`config.mk`:
```
export PLATFORM = sky130hd
export DESIGN_NAME = cpa_accumulator
export DESIGN_NICKNAME = d
export VERILOG_FILES = /design/src/rtl/cpa_accumulator.sv
export SDC_FILE = /design/constraint.sdc
export NUM_CORES = 1
export LEC_CHECK = 0
export ABC_AREA = 0
export CORE_MARGIN = 2
export CORE_UTILIZATION = 45
export DETAILED_ROUTE_END_ITERATION = 16
export DONT_BUFFER_PORTS = 1
export SETUP_SLACK_MARGIN = 0.4
export SLEW_MARGIN = 20
export SYNTH_ARGS = -nofsm -noshare
export SYNTH_HDL_FRONTEND = slang
export SYNTH_SLANG_ARGS = --single-unit
```
`constraint.sdc`:
```
create_clock -name clk_i -period 3 [get_ports clk_i]
set_clock_uncertainty 0.2 [all_clocks]
set_input_delay 0.6 -clock clk_i [delete_from_list [all_inputs] [get_ports clk_i]]
set_output_delay 0.6 -clock clk_i [all_outputs]
set_load 0.05 [all_outputs]
```
`src/rtl/cpa_accumulator.sv`:
```
// cpa_accumulator: resolves the compressor tree's redundant sum/carry pair with a
// carry-propagate add, accumulates a programmable number of these partials into one
// signed dot-product value, and offers the result on a valid/ready output.
// Optional build macro CPA_ACC_SAT_EN: saturating accumulation with a sticky
// overflow flag. Without it the accumulator wraps and overflow_o is tied to 0.
module cpa_accumulator #(
  parameter int IN_SIZE  = 20,
  parameter int ACC_SIZE = 32,
  parameter int LEN_SIZE = 16
) (
  input  logic                clk_i,
  input  logic                rst_ni,
  input  logic                clear_i,
  input  logic [IN_SIZE-1:0]  sum_i,
  input  logic [IN_SIZE-1:0]  carry_i,
  input  logic [LEN_SIZE-1:0] len_i,
  input  logic                valid_i,
  output logic                ready_o,
  output logic [ACC_SIZE-1:0] acc_o,
  output logic                overflow_o,
  output logic                valid_o,
  input  logic                ready_i
);

  // Partials are sign-extended into the accumulator, so it can never be narrower.
  if (ACC_SIZE < IN_SIZE) begin : g_bad_acc_size
    $error("cpa_accumulator: ACC_SIZE must be >= IN_SIZE");
  end

  typedef enum logic [1:0] {
    IDLE = 2'd0,
    ACC  = 2'd1,
    HOLD = 2'd2
  } state_t;

  localparam logic [LEN_SIZE-1:0] LEN_ONE = LEN_SIZE'(1);

  state_t              state_q, state_d;
  logic [ACC_SIZE-1:0] acc_q;
  logic [LEN_SIZE-1:0] cnt_q;
  logic [LEN_SIZE-1:0] len_q;
  logic [LEN_SIZE-1:0] len_new;
  logic [IN_SIZE-1:0]  partial_raw;
  logic [ACC_SIZE-1:0] partial;
  logic [ACC_SIZE-1:0] sum_wrap;
  logic [ACC_SIZE-1:0] acc_add;
  logic                beat;
  logic                start;
  logic                accum;

  // Carry-propagate add, truncated to the compressor width, then sign-extended.
  assign partial_raw = sum_i + carry_i;
  assign partial     = ACC_SIZE'($signed(partial_raw));
  assign sum_wrap    = acc_q + partial;

  // A zero length is treated as a single-partial result.
  assign len_new = (len_i == '0) ? LEN_ONE : len_i;

  // Handshake: HOLD only accepts a new beat while its own result is being taken.
  assign ready_o = (state_q == HOLD) ? ready_i : 1'b1;
  assign valid_o = (state_q == HOLD);
  assign acc_o   = acc_q;

  // A beat inside a clear cycle is discarded; start/accum are mutually exclusive.
  assign beat  = valid_i && ready_o && !clear_i;
  assign start = beat && (state_q == IDLE || state_q == HOLD);
  assign accum = beat && (state_q == ACC);

`ifdef CPA_ACC_SAT_EN
  logic pos_ovf;
  logic neg_ovf;
  logic ovf_q;

  // Same-sign operands producing an opposite-sign sum mark a signed overflow.
  assign pos_ovf = !acc_q[ACC_SIZE-1] && !partial[ACC_SIZE-1] &&  sum_wrap[ACC_SIZE-1];
  assign neg_ovf =  acc_q[ACC_SIZE-1] &&  partial[ACC_SIZE-1] && !sum_wrap[ACC_SIZE-1];
  assign acc_add = pos_ovf ? {1'b0, {(ACC_SIZE-1){1'b1}}} :
                   neg_ovf ? {1'b1, {(ACC_SIZE-1){1'b0}}} : sum_wrap;

  // Sticky overflow flag, restarted with each new result and on abort.
  always_ff @(posedge clk_i or negedge rst_ni) begin
    if (!rst_ni) begin
      ovf_q <= 1'b0;
    end else if (clear_i || start) begin
      ovf_q <= 1'b0;
    end else if (accum) begin
      ovf_q <= ovf_q | pos_ovf | neg_ovf;
    end
  end

  assign overflow_o = ovf_q;
`else
  assign acc_add    = sum_wrap;
  assign overflow_o = 1'b0;
`endif

  // State register.
  always_ff @(posedge clk_i or negedge rst_ni) begin
    // NOTE: sequential state uses non-blocking assignments so every register
    // samples pre-edge values regardless of block ordering.
    if (!rst_ni) begin
      state_q <= IDLE;
    end else begin
      state_q <= state_d;
    end
  end

  // Next-state logic; clear_i overrides every transition.
  always_comb begin
    // NOTE: default first so no path leaves state_d unassigned (no latch).
    state_d = state_q;
    if (clear_i) begin
      state_d = IDLE;
    end else begin
      case (state_q)
        IDLE: begin
          if (start) state_d = (len_new == LEN_ONE) ? HOLD : ACC;
        end
        ACC: begin
          if (accum && (cnt_q + LEN_ONE == len_q)) state_d = HOLD;
        end
        HOLD: begin
          if (ready_i) begin
            if (start) state_d = (len_new == LEN_ONE) ? HOLD : ACC;
            else       state_d = IDLE;
          end
        end
        default: state_d = IDLE;
      endcase
    end
  end

  // Accumulator, beat counter and latched length. acc survives an abort.
  always_ff @(posedge clk_i or negedge rst_ni) begin
    if (!rst_ni) begin
      acc_q <= '0;
      cnt_q <= '0;
      len_q <= '0;
    end else if (clear_i) begin
      cnt_q <= '0;
    end else if (start) begin
      acc_q <= partial;
      cnt_q <= LEN_ONE;
      len_q <= len_new;
    end else if (accum) begin
      acc_q <= acc_add;
      cnt_q <= cnt_q + LEN_ONE;
    end
  end

endmodule
```
==> run metrics <==
DP Area between 7000 and 8000 sq um; Final Hold Vio Count 0; FP Rows 41; ordered list of cells on the worst path ha_1 -> a21oi_2 -> o21bai_1 -> a2111oi_2 -> nor3_2 -> a221o_1 -> a211oi_4 -> inv_4 -> ha_4 -> a21o_1 -> a21o_1 -> a2111oi_4 -> nor3_2 -> and4bb_1 -> buf_4 -> o31ai_4 -> a2111oi_4 -> a211oi_2 -> a211o_1; GPL Wtd Cong between 0.9 and 1; FF+latch count, synth 66; Ys Warns 0; Synth area leaders dfrtp_1, ha_1, o21ai_0; pwr dens 1040 nW/um^2; DR iter-0 viols approximately 420; Critical Path RT approximately 3.0 ns; WL/cell ~17 microns; htree depth 3; Final Core Density just under 70%; Max IR drop VDD ~0.00044 V; Core ar. 12600 sq um; crit start category input pin; synthesized area 5790 sq um; Clock Latency Late Sink approximately 0.34 ns; violated checks setup timing; clk sinks 66; slowest stage delay, CP 0.36 ns; Leakage slightly below 4 nW; Ant. Diodes 0; Distinct cells, synth 65; fmax around 230 MHz; Num CTS Buffers 9; Vias 6085; Crit. End Element flip-flop; Die Y 117 microns; share of cells above drive strength 1 between 40% and 50%; Seq/Total Area, Yosys 28.5%; Async S/R FF share, synth 100%; Routed WL ~18000 microns; Post-DRT Antenna Nets 0; Synth top area share around 29%; Largest delay share family, worst path compound AO/OA/AOI/OAI gates; Setup-failing EPs final 25; WHS around 0.13 ns; Crit Path Category input pin to flip-flop; Top FF cell, synth dfrtp_1; Final Cycle Share 145%; full die area 13800 sq um; first-pass GRT wire length approximately 29000 microns; cell area after layout between 8000 and 9000 sq um; Final Worst Setup Slack -1.35 ns; Post-synth EDFFs 0; MaxCap Viol Count 0; cell taking the most area after synthesis dfrtp_1; Post-Syn Instances 706; Die Wd 117 microns; Worst Max-Slew Pin Slew slightly below 0.6 ns; vias in the first global route between 6000 and 7000; count leader, synth nand2_1; fin nets 1022; Overall Global Routing Usage 25.3%; Crit-path slowest cell a2111oi_2; Final Critical Period around 4.4 ns; DP HPWL ~13000 microns; Initial Utilization between 40% and 50%; CTS tree yes; final slew viol count 0; Worst-path clk slew 0.06 ns; Ports 96; root buffer cell clkbuf_16; DR pass1 iterations 5; syn nets between 800 and 900; outcome finished with violations; Area Growth Syn to Fin 51.5%; Longest Clk Path Bufs 2; vias per cell 5.62; Slew headroom 60.9%; CP Buf/Inv Count 2; gr ovfl total 0; unrepaired setup endpoints after global routing true; Syn Area/Cell around 8.2 sq um; worst-path maximum fanout 7; initial antenna violation count 0; drt drc 0; largest net degree at the start of global routing between 60 and 70; IO Port Bufs 0; HP Class input pin to flip-flop; Worst Path Arrival ~4.4 ns; Post-synth top cells nand2_1, o21ai_0, dfrtp_1, a21oi_1, ha_1
[path summary, 6_finish.rpt]
path,startpoint,endpoint,slack [ns],cells after the start
min in group asynchronous,rst_ni,acc_o[0],0.58,2
min reg2reg,len_q[0],len_q[0],0.29,2
min,clear_i,state_q[1],0.13,1
max reg2reg,acc_o[0],acc_o[30],-0.27,12
max,sum_i[9],acc_o[31],-1.35,19
max in group asynchronous,rst_ni,cnt_q[0],1.69,2
[state kept, by name, summed over array words and instances (netlist names)]
name and cells:
acc_o 32, state_q 2, len_q 16, cnt_q 16
[repair_timing]
action | CTS | global route
setup endpoints to repair | 29 | 31
endpoints found under the hold margin | 66 | 0
hold buffers | 2 | 0
gates resized for setup | 44 | 94
cloned | 0 | 0
pin swaps | 62 | 62
setup buffers | 25 | 25
[power breakdown]
| group | internal (mW) | switching [mW] | total (mW) |
|---|---|---|---|
| combinational | 3.12 | 3.44 | 6.56 |
| sequential | 1.15 | 0.372 | 1.53 |
| clock | 0.645 | 0.421 | 1.07 |
| total | 4.92 | 4.23 | 9.16 |
[layout by cell type (no fill, tap or decap), types with 9 or more instances in the layout]
master     instances
xor2_1            26
ha_1              32
buf_4            200
dfrtp_1           62
a21oi_2           18
o21ai_1           26
ha_4              21
xnor2_1           25
nand2_1           91
a21oi_1           42
nand3_1           12
a21o_1            18
o21ai_0           43
inv_1             16
buf_6             10
clkbuf_16          9
nor2_1            44
[routing by layer]
layer,routed length [microns],vias to the layer above,global-route usage [%]
li1,-,2960,-
met1,8140,2933,33.4
met2,8670,172,41.3
met3,1050,20,5.81
met4,346,0,7.61
met5,0,-,0
[metrics by stage]
step,setup WS [ns],setup TNS [ns],power [mW],std cells
floorplan,-1.54,-22.87,4.95,706
global placement,-1.82,-32.89,6.61,1014
detailed placement,-1.92,-34.47,6.71,1014
CTS,-1.41,-22.79,8.26,1057
global route,-1.55,-28.77,9.77,1082
finish,-1.35,-24.08,9.16,1082
[area by class of cell]
class | instances | area [sq um]
Sequential cell | 66 | 1660
Tap cell | 172 | 215
Multi-Input combinational cell | 598 | 4890
Clock inverter | 6 | 66.3
Clock buffer | 10 | 229
Fill cell | 991 | 3840
Timing Repair Buffer | 212 | 1650
Inverter | 18 | 70.1
[cells by family after synthesis]
| family | after synthesis | synth area share (%) |
|---|---|---|
| buffers and inverters | 42 | 2.91 |
| AO/OA/AOI/OAI | 238 | 26.5 |
| flip-flops | 66 | 28.5 |
| adder cells (fa/ha/maj) | 56 | 12.4 |
| AND/OR/NAND/NOR | 235 | 19.3 |
| other | 1 | 0.0647 |
| multiplexers | 1 | 0.173 |
| XOR/XNOR | 67 | 10.1 |
Note: power is estimated with default switching activity, not from simulation.
